**config.mk**
```make
export PLATFORM = sky130hd
export DESIGN_NAME = gbsha_leaky_integrator
export DESIGN_NICKNAME = d
export VERILOG_FILES = /design/src/rtl/gbsha_pkg.sv /design/src/rtl/gbsha_coef_loader.sv /design/src/rtl/gbsha_leaky_integrator.sv
export SDC_FILE = /design/constraint.sdc
export NUM_CORES = 1
export LEC_CHECK = 0
export CORE_UTILIZATION = 55
export DETAILED_ROUTE_END_ITERATION = 10
export PLACE_DENSITY = 0.71
export SETUP_SLACK_MARGIN = 0.1
export SYNTH_ARGS = -nofsm -noshare
export SYNTH_HDL_FRONTEND = slang
export SYNTH_SLANG_ARGS = --single-unit
```
**constraint.sdc**
```tcl
create_clock -name clk -period 4.8 [get_ports clk]
set_input_delay 0.48 -clock clk [delete_from_list [all_inputs] [get_ports clk]]
set_output_delay 0.48 -clock clk [all_outputs]
set_load 0.005 [all_outputs]
```
**src/rtl/gbsha_pkg.sv**
```systemverilog
// Shared types, widths and the accumulator saturation helper for the
// leaky integrator. Widths here describe the default build.
package gbsha_pkg;

  localparam int BW_IN_DEF      = 2;
  localparam int BW_OUT_DEF     = 4;
  localparam int BW_ACC_DEF     = 6;
  localparam int BW_COEF_DEF    = 5;
  localparam int COEF_FRAC_DEF  = 3;
  localparam int COEF_RESET_DEF = 8;

  // Full-precision product, and a sum wide enough that x + (prod >>> frac)
  // can never overflow before saturation.
  localparam int PROD_W = BW_COEF_DEF + BW_ACC_DEF;
  localparam int SUM_W  = PROD_W - COEF_FRAC_DEF + 1;

  // FSM encoding kept as plain constants so older tools see the same codes.
  typedef logic [2:0] state_t;
  localparam state_t ST_IDLE  = 3'd0;
  localparam state_t ST_MUL   = 3'd1;
  localparam state_t ST_ACC   = 3'd2;
  localparam state_t ST_LOAD  = 3'd3;
  localparam state_t ST_LDONE = 3'd4;

  // Accumulator limits: largest positive and most negative BW_ACC value.
  localparam logic signed [BW_ACC_DEF-1:0] ACC_MAX = {1'b0, {(BW_ACC_DEF-1){1'b1}}};
  localparam logic signed [BW_ACC_DEF-1:0] ACC_MIN = {1'b1, {(BW_ACC_DEF-1){1'b0}}};

  // Clamp a wide signed sum into the accumulator range instead of wrapping.
  function automatic logic signed [BW_ACC_DEF-1:0] sat_acc(input logic signed [SUM_W-1:0] s);
    if (s > SUM_W'(ACC_MAX))
      return ACC_MAX;
    else if (s < SUM_W'(ACC_MIN))
      return ACC_MIN;
    else
      return s[BW_ACC_DEF-1:0];
  endfunction

endpackage

```
**src/rtl/gbsha_coef_loader.sv**
```systemverilog
// Serial coefficient loader: shifts coef_bit in MSB first while the FSM is
// in its load state, commits the word after BW_coef bits, and discards a
// partial word if coef_load drops early.
module gbsha_coef_loader
  import gbsha_pkg::*;
#(
  parameter int BW_coef    = BW_COEF_DEF,
  parameter int COEF_RESET = COEF_RESET_DEF
) (
  input  logic                      clk,
  input  logic                      reset,
  input  logic                      load_active,
  input  logic                      coef_load,
  input  logic                      coef_bit,
  output logic signed [BW_coef-1:0] coef,
  output logic                      commit
);

  localparam int CNT_W = $clog2(BW_coef + 1);

  // Only BW_coef-1 bits need storing: the final bit arrives on the commit
  // cycle and is concatenated straight into the coefficient register.
  logic [BW_coef-2:0]        shadow_reg;
  logic [CNT_W-1:0]          bitcnt_reg;
  logic signed [BW_coef-1:0] coef_reg;
  logic                      shift_en;

  assign shift_en = load_active && coef_load;
  assign commit   = shift_en && (bitcnt_reg == CNT_W'(BW_coef - 1));
  assign coef     = coef_reg;

  // Shift/count while loading; commit on the last bit, clear count on abort.
  always_ff @(posedge clk or posedge reset) begin
    if (reset) begin
      shadow_reg <= '0;
      bitcnt_reg <= '0;
      coef_reg   <= BW_coef'(COEF_RESET);
    end else if (shift_en) begin
      shadow_reg <= (BW_coef-1)'({shadow_reg, coef_bit});
      if (commit) begin
        coef_reg   <= {shadow_reg, coef_bit};
        bitcnt_reg <= '0;
      end else begin
        bitcnt_reg <= bitcnt_reg + CNT_W'(1);
      end
    end else if (load_active) begin
      bitcnt_reg <= '0;
    end
  end

endmodule

```
**src/rtl/gbsha_leaky_integrator.sv**
```systemverilog
// First-order leaky integrator y = sat(x + (A*y) >>> COEF_FRAC), undoing
// the 2-tap differentiator on the transmit side. One sample takes three
// cycles (accept, multiply, accumulate); A is loaded serially.
module gbsha_leaky_integrator
  import gbsha_pkg::*;
#(
  parameter int BW_in      = BW_IN_DEF,
  parameter int BW_out     = BW_OUT_DEF,
  parameter int BW_acc     = BW_ACC_DEF,
  parameter int BW_coef    = BW_COEF_DEF,
  parameter int COEF_FRAC  = COEF_FRAC_DEF,
  parameter int COEF_RESET = COEF_RESET_DEF
) (
  input  logic              clk,
  input  logic              reset,
  input  logic [BW_in-1:0]  x_in,
  input  logic              in_valid,
  output logic              in_ready,
  input  logic              coef_load,
  input  logic              coef_bit,
  output logic [BW_out-1:0] y_out,
  output logic              out_valid
);

  localparam int PROD_BITS = BW_coef + BW_acc;
  localparam int SUM_BITS  = PROD_BITS - COEF_FRAC + 1;

  state_t                      state_reg;
  state_t                      state_next;
  logic signed [BW_in-1:0]     x_reg;
  logic signed [PROD_BITS-1:0] prod_reg;
  logic signed [BW_acc-1:0]    y_reg;
  logic [BW_out-1:0]           y_out_reg;
  logic                        out_valid_reg;
  logic signed [BW_coef-1:0]   coef;
  logic                        coef_commit;
  logic signed [SUM_BITS-1:0]  sum;
  logic signed [BW_acc-1:0]    sat;
  logic                        accept;

  // A pending load request blocks sample acceptance in the same cycle.
  assign in_ready  = (state_reg == ST_IDLE) && !coef_load && !reset;
  assign accept    = in_valid && in_ready;
  assign y_out     = y_out_reg;
  assign out_valid = out_valid_reg;

  // Arithmetic shift floors toward -inf; the sum is wide enough not to wrap.
  assign sum = SUM_BITS'(x_reg) + SUM_BITS'(prod_reg >>> COEF_FRAC);
  assign sat = sat_acc(sum);

  gbsha_coef_loader #(
    .BW_coef    (BW_coef),
    .COEF_RESET (COEF_RESET)
  ) u_coef_loader (
    .clk         (clk),
    .reset       (reset),
    .load_active (state_reg == ST_LOAD),
    .coef_load   (coef_load),
    .coef_bit    (coef_bit),
    .coef        (coef),
    .commit      (coef_commit)
  );

  // Next-state logic; loads only start from IDLE so in-flight samples finish.
  always_comb begin
    state_next = state_reg;
    case (state_reg)
      ST_IDLE: begin
        if (coef_load)
          state_next = ST_LOAD;
        else if (accept)
          state_next = ST_MUL;
      end
      ST_MUL:   state_next = ST_ACC;
      ST_ACC:   state_next = ST_IDLE;
      ST_LOAD: begin
        if (!coef_load)
          state_next = ST_IDLE;
        else if (coef_commit)
          state_next = ST_LDONE;
      end
      ST_LDONE: begin
        if (!coef_load)
          state_next = ST_IDLE;
      end
      default:  state_next = ST_IDLE;
    endcase
  end

  // State register plus the sample/product/accumulator datapath.
  always_ff @(posedge clk or posedge reset) begin
    if (reset) begin
      state_reg     <= ST_IDLE;
      x_reg         <= '0;
      prod_reg      <= '0;
      y_reg         <= '0;
      y_out_reg     <= '0;
      out_valid_reg <= 1'b0;
    end else begin
      state_reg     <= state_next;
      out_valid_reg <= (state_reg == ST_ACC);
      if (state_reg == ST_IDLE && accept)
        x_reg <= x_in;
      if (state_reg == ST_MUL)
        prod_reg <= PROD_BITS'(coef) * PROD_BITS'(y_reg);
      if (state_reg == ST_ACC) begin
        y_reg     <= sat;
        y_out_reg <= sat[BW_acc-1 -: BW_out];
      end
    end
  end

endmodule

```
# Word level (Yosys, flattened, before mapping)
# Index checks and enable logic that the tools add are counted.
[totals]
reg_bits = 39
in_bits = 7
wordCells = 45
[op_classes]
n_addsub = 2
multipliers = 1
n_lt_le_gt_ge = 2
eq_ne = 8
muxes = 11
reduce_logical = 12
[ops]
columns = ["operator", "n"]
rows = [
  ["3-bit 2-to-1 mux", 8],
  ["6-bit 2-to-1 mux", 2],
  ["3-bit one-hot mux with 4 select lines", 1],
  ["5-bit by 6-bit multiplier with 11-bit output", 1],
  ["2-bit by 8-bit adder with 9-bit output", 1],
  ["9-bit by 6-bit > comparator with 1-bit output (second input constant)", 1],
  ["9-bit by 6-bit < comparator with 1-bit output (second input constant)", 1],
  ["3-bit by 2-bit == test with 1-bit output (second input constant)", 2],
  ["3-bit == test (second input constant)", 2],
  ["1-bit logical AND", 6],
  ["3-bit inequality test (second input constant)", 2],
  ["3-bit by 1-bit adder with 3-bit output (second input constant)", 1],
  ["3-bit by 1-bit == test with 1-bit output (second input constant)", 1],
  ["3-bit zero test", 1],
  ["3-bit AND reduction", 1],
  ["1-bit zero test", 2],
  ["2-bit inequality test (second input constant)", 1],
  ["2-bit AND reduction", 1],
  ["2-bit nonzero test", 1],
]

# Depth between registers and ports, before layout
[logic_depth]
depth_word = 7
mapped_depth = 14
depth_no_buf = 14

# By module
# A second synthesis with hierarchy kept.
[hier_totals]
hier_cells = 299
area_unflattened_um2 = 2844.0
[by_module_without_submodules]
columns = ["mod", "n_inst", "cells_per_inst", "area_per_inst_um2", "seq_area_each_um2"]
rows = [
  ["gbsha_leaky_integrator", 1, 261, 2324.7, 500.5],
  ["gbsha_coef_loader", 1, 38, 519.2, 301.5],
]

# Worst setup path after synthesis
# Ideal clock, no wire load.
[synth_path]
path_kind = "register to register"
from = "register u_coef_loader.coef_reg[3], in the netlist u_coef_loader.coef[3]"
to = "register prod_reg[9]"
t_arrival_ns = 3.439
slack_ns = 1.231
stages_incl_launch_ff = 13
path_cell_list = "dfstp_2 -> nand2_1 -> fa_1 -> fa_1 -> fa_1 -> inv_1 -> fa_1 -> a21o_1 -> a21oi_1 -> o21bai_1 -> a21oi_1 -> xor2_1 -> o21ai_0"
[synth_between]
elab_chain_cells = 1
[synth_rtl]
columns = ["item", "line", "text"]
rows = [
  ["start: declaration", "gbsha_coef_loader.sv:25", "logic signed [BW_coef-1:0] coef_reg;"],
  ["start signal: assignment", "gbsha_coef_loader.sv:37", "coef_reg <= BW_coef'(COEF_RESET);"],
  ["start signal: assignment", "gbsha_coef_loader.sv:41", "coef_reg <= {shadow_reg, coef_bit};"],
  ["5-bit by 6-bit multiplier with 11-bit output", "gbsha_leaky_integrator.sv:105", "prod_reg <= PROD_BITS'(coef) * PROD_BITS'(y_reg);"],
  ["end signal: assignment", "gbsha_leaky_integrator.sv:105", ""],
  ["end: declaration", "gbsha_leaky_integrator.sv:31", "logic signed [PROD_BITS-1:0] prod_reg;"],
]
# Every way passes these cells.
# A chain may end at the register's enable or synchronous reset.

# Final worst setup path
# Same ends and word-level chain as after synthesis.

==> impl_metrics.ini <==
[clock_tree]
clock-sinks = 32
post_cts.repair.setup_buffers = 0
clkLatencyLatePin_ns = 0.30
htree_levels = 2
post_cts_resize_count = 0
clk_path_buf_depth = 2
tritoncts_clock_tree = done
cts_buffers = 5
cts-hold-fix-buffers = 0
clock_tree.root_cell = clkbuf_8
path_clk_slew_ns = 0.06

[floorplanning]
floorplan.initialDensity_pct = 57.8
core.rowCount = 25
floorplan.core_area_mm2 = 0.00475
die-height_um = 72.7
io_pins = 13
chipWidth_um = 72.7
design.die.area_mm2 = 0.00528

[yosys]
synth_seq_cells = 32
synth_async_sr_flop_share_pct = 100
synthesis.nets = 333
number_of_flops_mapped_to_enable_cells_by_yosys = 0
synth_ff_type = dfrtp_1
syn_avg_cell_area_um2 = 9.81
portion_of_the_post_synthesis_area_used_by_sequential_elements_pct = 29.2
synthesis.instances = 280
ys.warnings.count = 0
synth.lib_cells_used.distinct = 49
total_standard_cell_area_after_synthesis_mm2 = 0.00275

[routing]
drtIter0Drc = 74
routed-via-count = 1857
post_drt_wl_per_cell_um = 13.3
route.final.wire_length_um = 4800
ant_nets = 0
detail_route.first_pass.iterations = 4
drt-vias-per-instance = 5.14
route.detailed.drc = 0

[finish]
layout_commonest_cell = inv_1
largest_reg_flops = 8
nets = 346
most-common-layout-cells = inv_1 (32), nand2_1 (31), dfrtp_1 (31), ha_1 (25), fa_1 (21)
layout_cells_sized_above_1_pct = 10.9
fill_cells = 421
synthToLayoutAreaGrowth_pct = 9.52
fin_util_pct = 63.3
antennaDiodeCount = 0

[timing]
hold_slack_ns = 0.492
slew_viol_final = 0
finClkSkew_ns = 0.0109
post-route-worst-setup-slack_ns = 1.05
slew_headroom_pct = 73.0
setup_repair_after_global_routing_missed_its_margin = no
fin_crit_ns = 3.75
worst_pin_slew_ns = 0.405
finalSetupViolations = 0
fin_setup_tns_ns = 0
timing.final.hold_violations = 0
min_period_over_period_pct = 78.1
timing.fmax_mhz = 267

[worst_hold_path]
timing.hold.worst_endpoint = prod_reg[6]
holdPathStages = 2
hold_path_startpoint = prod_reg[6]
min-delay-path-class = reg2reg

[global_routing]
grt.total_usage_pct = 22.1
grt_first_pass_wirelength_um = 8870
gr_util_met2_pct = 36.4
busiest_layer = met2
grt_max_degree = 34
first_global_vias = 1955
met3_usage_pct = 3.59
globalRouteOverflowTotal = 0
antenna_found_initial = 0
met1_usage_pct = 29.9

[critical_path]
critPathLaunchType = register
timing.critical_path.max_delay_family = adder cells
worst-setup-path-type = reg2reg
crit_path_max_incr_delay_ns = 0.57
crit_path_frequent_cell = fa_1
worst_ep_arrival_time_ns = 3.91
worst-path-buf-inv = 1
critical_path.endpoint_type = register
worstPathRequired_ns = 4.96
cpMaxStageDelayCell = dfstp_2
worst_setup_slack_for_register_to_register_paths_ns = 1.05
reg_to_reg_endpoint = prod_reg[9]
ff_to_ff_path_depth = 12
r2r_start = u_coef_loader.coef[3]
worstPathCellList = nand2_1 > fa_1 > fa_1 > fa_1 > inv_1 > fa_1 > a21o_1 > a21oi_1 > o21bai_1 > a21oi_1 > xor2_1 > o21ai_0
worstPathMaxFanout = 7

[placed_design]
gpl.final_weighted_congestion = 0.786
detailedPlacementHpwl_um = 3830
port_buffers = 12
worst_setup_timing_slack_at_the_placement_stage_ns = 1.04

[run_status]
result_of_the_run = finished, final reports clean

[flow_run]
drv.max_cap_violation_count = 0
worst register-to-register path, cell delays in order, from the launching register on:
cell and delay, ns:
dfstp_2 0.57, nand2_1 0.08, fa_1 0.50, fa_1 0.52, fa_1 0.54, inv_1 0.06, fa_1 0.45, a21o_1 0.17
a21oi_1 0.21, o21bai_1 0.09, a21oi_1 0.17, xor2_1 0.18, o21ai_0 0.09
cells by family (layout without fill, tap and decap cells):
logic type      after synthesis  in the layout  synth area share (%)
mux                          12             12                  4.92
simple gates                 86             86                  15.9
flops                        32             32                  29.2
compound gates               47             47                  11.5
xor+xnor                     17             17                  5.70
buf+inv                      40             54                  6.06
fa+ha+maj                    46             46                  26.7
through the flow:
stage,cell area (um2),cells
after CTS,3010,361
final,3010,361
after global routing,3010,361
after floorplan,2750,280
after global placement,2920,353
after detailed placement,2920,353
Yosys cell counts (2+ instances only):
| master | number | area (um2) |
|---|---|---|
| inv_1 | 32 | 120 |
| dfrtp_1 | 31 | 776 |
| nand2_1 | 31 | 116 |
| ha_1 | 25 | 313 |
| fa_1 | 21 | 420 |
| nor2_1 | 17 | 63.8 |
| and2_1 | 16 | 100 |
| o21ai_0 | 13 | 65.1 |
| mux2_2 | 11 | 124 |
| a21oi_1 | 9 | 45.0 |
| xnor2_1 | 9 | 78.8 |
| xor2_1 | 7 | 61.3 |
| nand2b_1 | 5 | 31.3 |
| buf_4 | 4 | 30.0 |
| a21o_1 | 3 | 22.5 |
| o21ai_1 | 3 | 15.0 |
| or2_2 | 3 | 18.8 |
| a211oi_1 | 2 | 15.0 |
| a221oi_1 | 2 | 17.5 |
| and4_1 | 2 | 17.5 |
| clkbuf_1 | 2 | 7.51 |
| nor3_1 | 2 | 10.0 |
| nor3b_1 | 2 | 15.0 |
| o211ai_1 | 2 | 15.0 |
| o21bai_1 | 2 | 15.0 |
cell type report:
type / instances / area, um2 / share of cell area (%)
Sequential cell: 32 / 802 / 26.7
Tap cell: 67 / 83.8 / 2.79
Multi-Input combinational cell: 208 / 1780 / 59.1
Timing Repair Buffer: 13 / 128 / 4.24
Inverter: 33 / 124 / 4.12
Clock buffer: 6 / 82.6 / 2.75
Clock inverter: 2 / 10.0 / 0.333
worst max-delay path by stage:
stage / startpoint / endpoint / slack (ns) / cells after the start
after global placement: u_coef_loader.coef[3] / prod_reg[9] / 1.14 / 12
after floorplan: u_coef_loader.coef[3] / prod_reg[9] / 1.23 / 12
after detailed placement: u_coef_loader.coef[3] / prod_reg[9] / 1.04 / 12
after global routing: u_coef_loader.coef[3] / prod_reg[9] / 0.82 / 12
final: u_coef_loader.coef[3] / prod_reg[9] / 1.05 / 12
after CTS: u_coef_loader.coef[3] / prod_reg[9] / 1.03 / 12
routing by layer:
layer | share of wire (%) | routed length [um]
met4 | 1.5 | 73
met1 | 49 | 2370
met5 | 0 | 0
met3 | 2.1 | 101
met2 | 47 | 2260
Power is not shown: default switching activity piles up to over one toggle a cycle in this logic, so the estimate is an artifact.
